<file path="config.mk">
export PLATFORM = sky130hd
export DESIGN_NAME = trace_packetizer
export DESIGN_NICKNAME = d
export VERILOG_FILES = /design/src/rtl/trace_packetizer.sv
export SDC_FILE = /design/constraint.sdc
export NUM_CORES = 1
export LEC_CHECK = 0
export CAP_MARGIN = 20
export CORE_MARGIN = 2
export CORE_UTILIZATION = 40
export CTS_CLUSTER_SIZE = 40
export DETAILED_ROUTE_END_ITERATION = 10
export PLACE_DENSITY_LB_ADDON = 0.25
export SYNTH_ARGS = -nofsm -noshare
export SYNTH_HDL_FRONTEND = slang
export SYNTH_SLANG_ARGS = --single-unit
</file>
<file path="constraint.sdc">
create_clock -name mclk -period 13.3 [get_ports mclk]
set_input_delay 1.33 -clock mclk [delete_from_list [all_inputs] [get_ports mclk]]
set_output_delay 1.33 -clock mclk [all_outputs]
set_load 0.01 [all_outputs]
</file>
<file path="src/rtl/trace_packetizer.sv">
`default_nettype none
// +----------------------------------------------------------------------------+
// | Module      : trace_packetizer                                             |
// | Description : Turns filtered RAM-bus samples into address, read-word,      |
// |               write-word and timestamp packets, queued in a first-word     |
// |               fall-through valid/ready FIFO. Packets that find the FIFO    |
// |               full are dropped and later reported by an in-band marker.    |
// | Revision    : 1.0 - initial parameterised release                          |
// +----------------------------------------------------------------------------+
module trace_packetizer #(
  parameter int          ADDR_WIDTH    = 23,
  parameter int          DATA_WIDTH    = 16,
  parameter int          TS_SHORT_BITS = 5,
  parameter int          FIFO_DEPTH    = 16,
  parameter logic [15:0] CFG_ADDR      = 16'h0001,
  parameter int          READ_LATENCY  = 4,
  parameter int          WRITE_LATENCY = 3
) (
  input  logic                          mclk,
  input  logic                          reset,
  input  logic [15:0]                   config_addr,
  input  logic [15:0]                   config_data,
  input  logic                          config_strobe,
  input  logic [ADDR_WIDTH-1:0]         filter_a,
  input  logic [DATA_WIDTH-1:0]         filter_d,
  input  logic [DATA_WIDTH-1:0]         nfilter_d,
  input  logic [1:0]                    filter_ublb,
  input  logic                          filter_read,
  input  logic                          filter_write,
  input  logic                          filter_addr_latch,
  input  logic                          filter_strobe,
  output logic [1:0]                    packet_type,
  output logic [ADDR_WIDTH-1:0]         packet_payload,
  output logic                          packet_valid,
  input  logic                          packet_ready,
  output logic [$clog2(FIFO_DEPTH):0]   fifo_level,
  output logic                          drop_pending
);

  localparam int c_ptr_w = $clog2(FIFO_DEPTH);
  localparam int c_lvl_w = c_ptr_w + 1;
  localparam int c_pkt_w = ADDR_WIDTH + 2;

  localparam logic [1:0] c_type_addr  = 2'b00;
  localparam logic [1:0] c_type_read  = 2'b01;
  localparam logic [1:0] c_type_write = 2'b10;
  localparam logic [1:0] c_type_ts    = 2'b11;

  localparam logic [ADDR_WIDTH-1:0] c_ts5_max   = ADDR_WIDTH'((1 << TS_SHORT_BITS) - 1);
  localparam logic [ADDR_WIDTH-1:0] c_ts_one    = ADDR_WIDTH'(1);
  localparam logic [c_ptr_w-1:0]    c_ptr_one   = c_ptr_w'(1);
  localparam logic [c_lvl_w-1:0]    c_lvl_one   = c_lvl_w'(1);
  localparam logic [c_lvl_w-1:0]    c_lvl_full  = c_lvl_w'(FIFO_DEPTH);
  localparam logic [3:0]            c_rd_lat_rst = 4'(READ_LATENCY);
  localparam logic [3:0]            c_wr_lat_rst = 4'(WRITE_LATENCY);

  // Configuration fields
  logic       r_trace_reads;
  logic       r_trace_writes;
  logic [3:0] r_rd_lat;
  logic [3:0] r_wr_lat;

  // Tracing state
  logic [7:0]            r_burst;
  logic [ADDR_WIDTH-1:0] r_ts;
  logic [ADDR_WIDTH-2:0] r_drop_count;
  logic                  r_drop_pending;

  // FIFO storage
  logic [c_pkt_w-1:0] r_mem [FIFO_DEPTH];
  logic [c_ptr_w-1:0] r_wr_ptr;
  logic [c_ptr_w-1:0] r_rd_ptr;
  logic [c_lvl_w-1:0] r_level;

  // Combinational helpers
  logic                  w_trace_any;
  logic [3:0]            w_rd_lat_eff;
  logic [3:0]            w_wr_lat_eff;
  logic                  w_rd_due;
  logic                  w_wr_due;
  logic [ADDR_WIDTH-1:0] w_ts5_ext;
  logic [TS_SHORT_BITS-1:0] w_ts5;
  logic                  w_gen;
  logic [1:0]            w_gen_type;
  logic [ADDR_WIDTH-1:0] w_gen_payload;
  logic [ADDR_WIDTH-1:0] w_ts_next;
  logic                  w_full;
  logic                  w_drop;
  logic                  w_marker;
  logic                  w_push;
  logic                  w_pop;
  logic [c_pkt_w-1:0]    w_push_word;
  logic                  w_cfg_unused;

  // Config bits that carry no function still belong to the register word
  assign w_cfg_unused = &{1'b0, config_data[15:12], config_data[3:2]};

  assign w_trace_any  = r_trace_reads | r_trace_writes;
  // A latency of 0 behaves like 1 so the threshold never underflows
  assign w_rd_lat_eff = (r_rd_lat == 4'd0) ? 4'd1 : r_rd_lat;
  assign w_wr_lat_eff = (r_wr_lat == 4'd0) ? 4'd1 : r_wr_lat;
  assign w_rd_due     = r_burst >= ({4'd0, w_rd_lat_eff} - 8'd1);
  assign w_wr_due     = r_burst >= ({4'd0, w_wr_lat_eff} - 8'd1);
  assign w_ts5_ext    = (r_ts > c_ts5_max) ? c_ts5_max : r_ts;
  assign w_ts5        = w_ts5_ext[TS_SHORT_BITS-1:0];

  // Config register write; new values apply from the following cycle
  always_ff @(posedge mclk) begin
    if (reset) begin
      r_trace_reads  <= 1'b0;
      r_trace_writes <= 1'b0;
      r_rd_lat       <= c_rd_lat_rst;
      r_wr_lat       <= c_wr_lat_rst;
    end else if (config_strobe && (config_addr == CFG_ADDR)) begin
      r_trace_reads  <= config_data[0];
      r_trace_writes <= config_data[1];
      r_rd_lat       <= config_data[7:4];
      r_wr_lat       <= config_data[11:8];
    end
  end

  // Packet selection: first matching rule wins, at most one packet per cycle
  always_comb begin
    w_gen         = 1'b0;
    w_gen_type    = c_type_addr;
    w_gen_payload = '0;
    w_ts_next     = r_ts;
    if (filter_strobe) begin
      w_ts_next = r_ts + c_ts_one;
      if (w_trace_any && filter_addr_latch) begin
        w_gen         = 1'b1;
        w_gen_type    = c_type_addr;
        w_gen_payload = filter_a;
      end else if (r_trace_writes && filter_write && w_wr_due) begin
        w_gen         = 1'b1;
        w_gen_type    = c_type_write;
        w_gen_payload = {w_ts5, filter_ublb, filter_d};
        w_ts_next     = r_ts - w_ts5_ext;
      end else if (r_trace_reads && filter_read && w_rd_due) begin
        w_gen         = 1'b1;
        w_gen_type    = c_type_read;
        w_gen_payload = {w_ts5, filter_ublb, nfilter_d};
        w_ts_next     = r_ts - w_ts5_ext;
      end else if (w_trace_any &&
                   (((r_burst == 8'd1) && (r_ts != w_ts5_ext)) || r_ts[ADDR_WIDTH-2])) begin
        // Full timestamp resync; the payload MSB is guaranteed zero here
        w_gen         = 1'b1;
        w_gen_type    = c_type_ts;
        w_gen_payload = r_ts;
        w_ts_next     = '0;
      end
    end
  end

  // Timestamp and burst position advance on qualified bus samples only
  always_ff @(posedge mclk) begin
    if (reset) begin
      r_ts    <= '0;
      r_burst <= 8'd0;
    end else if (filter_strobe) begin
      r_ts <= w_ts_next;
      if (filter_addr_latch) begin
        r_burst <= 8'd0;
      end else if ((filter_read || filter_write) && (r_burst != 8'hFF)) begin
        r_burst <= r_burst + 8'd1;
      end
    end
  end

  // Fullness is judged before any pop in the same cycle
  assign w_full      = (r_level == c_lvl_full);
  assign w_drop      = w_gen && w_full;
  assign w_marker    = r_drop_pending && !w_gen && !w_full;
  assign w_push      = (w_gen && !w_full) || w_marker;
  assign w_pop       = packet_valid && packet_ready;
  assign w_push_word = w_marker ? {c_type_ts, 1'b1, r_drop_count}
                                : {w_gen_type, w_gen_payload};

  // Drop accounting and overflow-marker bookkeeping
  always_ff @(posedge mclk) begin
    if (reset) begin
      r_drop_count   <= '0;
      r_drop_pending <= 1'b0;
    end else if (w_drop) begin
      r_drop_pending <= 1'b1;
      if (!(&r_drop_count)) begin
        r_drop_count <= r_drop_count + (ADDR_WIDTH-1)'(1);
      end
    end else if (w_marker) begin
      r_drop_pending <= 1'b0;
      r_drop_count   <= '0;
    end
  end

  // FIFO storage write; contents are masked at the output while empty
  always_ff @(posedge mclk) begin
    if (w_push) begin
      r_mem[r_wr_ptr] <= w_push_word;
    end
  end

  // FIFO pointers and occupancy
  always_ff @(posedge mclk) begin
    if (reset) begin
      r_wr_ptr <= '0;
      r_rd_ptr <= '0;
      r_level  <= '0;
    end else begin
      if (w_push) begin
        r_wr_ptr <= r_wr_ptr + c_ptr_one;
      end
      if (w_pop) begin
        r_rd_ptr <= r_rd_ptr + c_ptr_one;
      end
      case ({w_push, w_pop})
        2'b10:   r_level <= r_level + c_lvl_one;
        2'b01:   r_level <= r_level - c_lvl_one;
        default: r_level <= r_level;
      endcase
    end
  end

  assign packet_valid = (r_level != '0);
  assign fifo_level   = r_level;
  assign drop_pending = r_drop_pending;

  // Head of FIFO, forced to zero while empty
  always_comb begin
    {packet_type, packet_payload} = '0;
    if (packet_valid) begin
      {packet_type, packet_payload} = r_mem[r_rd_ptr];
    end
  end

endmodule
`default_nettype wire

</file>
==> flow_summary.json <==
{
  "core-area_mm2": 0.05371,
  "rsz0062_at_grt": "no",
  "num_rows": 85,
  "grt_max_degree": 57,
  "tightest_slew_ns": 1.062,
  "via_per_inst": 5.935,
  "numCtsBuffers": 49,
  "powerDensity_mw_per_mm2": 119.6,
  "tns_ns": 0,
  "post-cts-setup-buffers": 0,
  "grt_first_pass_wirelength_um": 84770,
  "ys_seq_elements": 481,
  "clk_pin_slew_ns": 0.06,
  "htree_levels": 2,
  "synth.net_count": 1582,
  "path_buf_inv": 3,
  "yosys-mux-area-fraction_pct": 13.74,
  "skew_ns": 0.02102,
  "cpPeakStageDelay_ns": 0.85,
  "critical_path.cell_chain": "buf_4 > buf_4 > mux4_2 > mux4_2 > and2_1 > clkdlybuf4s50_1",
  "cts_tree": "built",
  "ctsResizeCount": 0,
  "wl_per_cell_um": 24.52,
  "io_buffer_count": 122,
  "synthSimpleGateAreaFrac_pct": 10.23,
  "dr.pass1.iters": 5,
  "whs_ns": 0.4966,
  "slew_headroom_pct": 29.17,
  "ys_types": 85,
  "grt_antenna_before_repair": 1,
  "synthArstFlopShare_pct": 0,
  "fmax_ghz": 0.1666,
  "antenna_cells": 0,
  "synth_xor_area_share_pct": 1.092,
  "synth_ff_type": "edfxtp_1",
  "io_pins": 129,
  "synthAdderAreaFrac_pct": 1.894,
  "dp_hpwl_um": 33490,
  "drc": 0,
  "crit_required_ns": 11.97,
  "critPathKind": "register to output port",
  "grt.busiest_layer": "met2",
  "synth-compound-area-share_pct": 8.062,
  "die_area_mm2": 0.05604,
  "syn_area_mm2": 0.02166,
  "final_nets": 1692,
  "hp-class": "register to register",
  "synthCells": 1453,
  "vias": 13645,
  "leakage_nw": 7.186,
  "setup_violations": 0,
  "clk_latency_ns": 0.60,
  "ys_seq_area_share_pct": 62.93,
  "cts-root-buf": "clkbuf_16",
  "hold_viol": 0,
  "yosysWarnings": 0,
  "antenna_left": 0,
  "placed_area_mm2": 0.02360,
  "layout-drive-gt1-share_pct": 16.66,
  "start_util_pct": 40.34,
  "fp.dieH_um": 236.7,
  "start_kind": "register",
  "drv_cap": 0,
  "grt_util_met1_pct": 26.78,
  "synth_edf_count": 400,
  "die_w_um": 236.7,
  "arrival_ns": 4.67,
  "min_period_over_period_pct": 45.13,
  "met2_usage_pct": 35.26,
  "synth_top_family_by_area": "multiplexers",
  "grt_pass1_vias": 13607,
  "n_fill_cell": 4624,
  "cpMaxStageDelayCell": "buf_4",
  "grt.total_usage_pct": 20.27,
  "drv_slew": 0,
  "cts_buffer_depth": 3,
  "worstPathMaxFanout": 45,
  "ir_drop_v": 0.00008437,
  "synth_area_per_cell_um2": 14.91,
  "overflow": 0,
  "routed_wl_um": 56380,
  "cts.sinks": 481,
  "fin_crit_ns": 6.003,
  "status": "finished, final reports clean",
  "syn2layout_area_growth_pct": 16.33,
  "drt_iter0_drc": 1288,
  "fin_util_pct": 46.92,
  "end_kind": "output port",
  "gp_congestion": 0.8953,
  "use_met3_pct": 2.973,
  "critPathTopFamily": "buffers and inverters",
  "ctsHoldBuffers": 0,
  "stdcell_area_mm2": 0.02520
}
==> kinds of logic (layout without fill, tap and decap cells) <==
kind of cell,Yosys count,after routing
simple gates,426,426
compound gates,235,235
fa+ha+maj,33,33
buf+inv,110,260
flops,481,481
xor+xnor,27,27
mux,141,141
==> synth_stat cells, types with 3 or more instances <==
cell	number	area (um2)
o211a_1	3	30.03
and4_1	8	70.07
xor2_1	22	192.7
a21oi_1	42	210.2
and2_1	42	262.8
and3_1	14	87.58
inv_1	16	60.06
clkbuf_1	66	247.7
o21a_1	9	67.56
a221oi_1	19	166.4
nand2b_1	8	50.05
dfxtp_1	81	1622
buf_1	15	56.30
a22o_1	3	26.28
a211o_1	10	87.58
nor4_1	17	106.4
nor3_1	53	265.3
mux2i_1	15	150.1
o21ai_0	43	215.2
o211ai_1	9	67.56
or2_2	4	25.02
nor3b_1	3	22.52
o22ai_1	7	43.79
o31ai_1	9	67.56
mux4_2	125	2815
ha_1	32	400.4
nor2_1	87	326.6
nand4_1	25	156.4
a22oi_1	6	45.04
xnor2_1	5	43.79
or4_1	5	37.54
o31a_1	3	26.28
a221o_1	20	200.2
edfxtp_1	400	12010
buf_2	7	35.03
a2111o_1	3	33.78
nand2_1	90	337.8
or3_1	17	106.4
a31oi_1	11	68.82
a21o_1	5	37.54
nand3_1	36	180.2
==> flip-flops by register name (all words and copies together), names as in the netlist, named ones only <==
name and flops:
r_mem 400, r_trace_writes 1, r_wr_lat 4, drop_pending 1, r_wr_ptr 4, r_ts 23
r_rd_lat 4, r_drop_count 22, r_rd_ptr 4, r_burst 8, r_trace_reads 1, fifo_level 5
==> final timing paths <==
kind,from,endpoint,slack (ns),depth (start not counted)
max,register,packet_payload[11],7.30,6
min,r_drop_count[21],r_drop_count[21],0.50,2
max reg2reg,r_rd_lat[2],fifo_level[4],7.95,22
min reg2reg,r_drop_count[21],r_drop_count[21],0.50,2
==> final cells by class <==
type / count / area [um2] / area share [%]
well taps: 696 / 870.8 / 3.455
flip-flops and latches: 481 / 13640 / 54.13
multi-input cells: 862 / 7604 / 30.17
inverters: 17 / 63.81 / 0.2532
clock buffers: 58 / 1270 / 5.039
clock inverters: 33 / 304.0 / 1.206
repair buffers: 152 / 1448 / 5.744
==> worst register-to-register path, cell delays in order, from the launching register on <==
cell and delay [ns]:
dfxtp_1 0.41, nor3_1 0.07, nor2_1 0.14, ha_1 0.20, or3b_2 0.52, ha_1 0.32, a22o_1 0.23, nor4_1 0.28
o21a_1 0.41, o22ai_1 0.15, buf_4 0.21, nor2_1 0.23, a21oi_2 0.14, inv_2 0.21, ha_1 0.41, xor2_1 0.19
ha_1 0.20, o21ai_0 0.09, a21oi_1 0.17, a21oi_1 0.09, xor2_1 0.15, or3_1 0.32, a21oi_1 0.14
==> routing by layer <==
layer  vias up  part of all wire (%)
met1      6955                    42
met4         0                   1.9
met5         -                     0
met2       535                    50
li1       6073                     -
met3        82                   6.6
==> report_power, final <==
| group | total [W] | switching [W] | leakage, nW | internal, W |
|---|---|---|---|---|
| sequential | 0.00161 | 0.00000154 | 3.75 | 0.00161 |
| clock | 0.00136 | 0.000589 | 0.774 | 0.000768 |
| combinational | 0.0000483 | 0.0000207 | 2.66 | 0.0000276 |
==> stage by stage <==
step	worst slack [ns]	cells	total power [W]
after floorplan	7.651	1453	0.001655
after global placement	7.781	2205	0.001690
after detailed placement	7.762	2205	0.001690
after CTS	7.129	2296	0.003044
after global routing	6.956	2299	0.003096
final	7.297	2299	0.003015
==> placed cells by master, fill, tap and decap left out, types with 16 or more instances in the layout <==
cell type / instances
edfxtp_1: 400
nand3_1: 36
and2_1: 41
a221oi_1: 19
nand4_1: 25
nor2_1: 87
xor2_1: 22
inv_1: 16
a221o_1: 20
a21oi_1: 42
nand2_1: 90
o21ai_0: 43
nor3_1: 53
buf_4: 28
clkbuf_16: 49
mux4_2: 125
ha_1: 32
dfxtp_1: 78
clkdlybuf4s50_1: 121
or3_1: 17
Note: power is estimated with default switching activity, not from simulation.
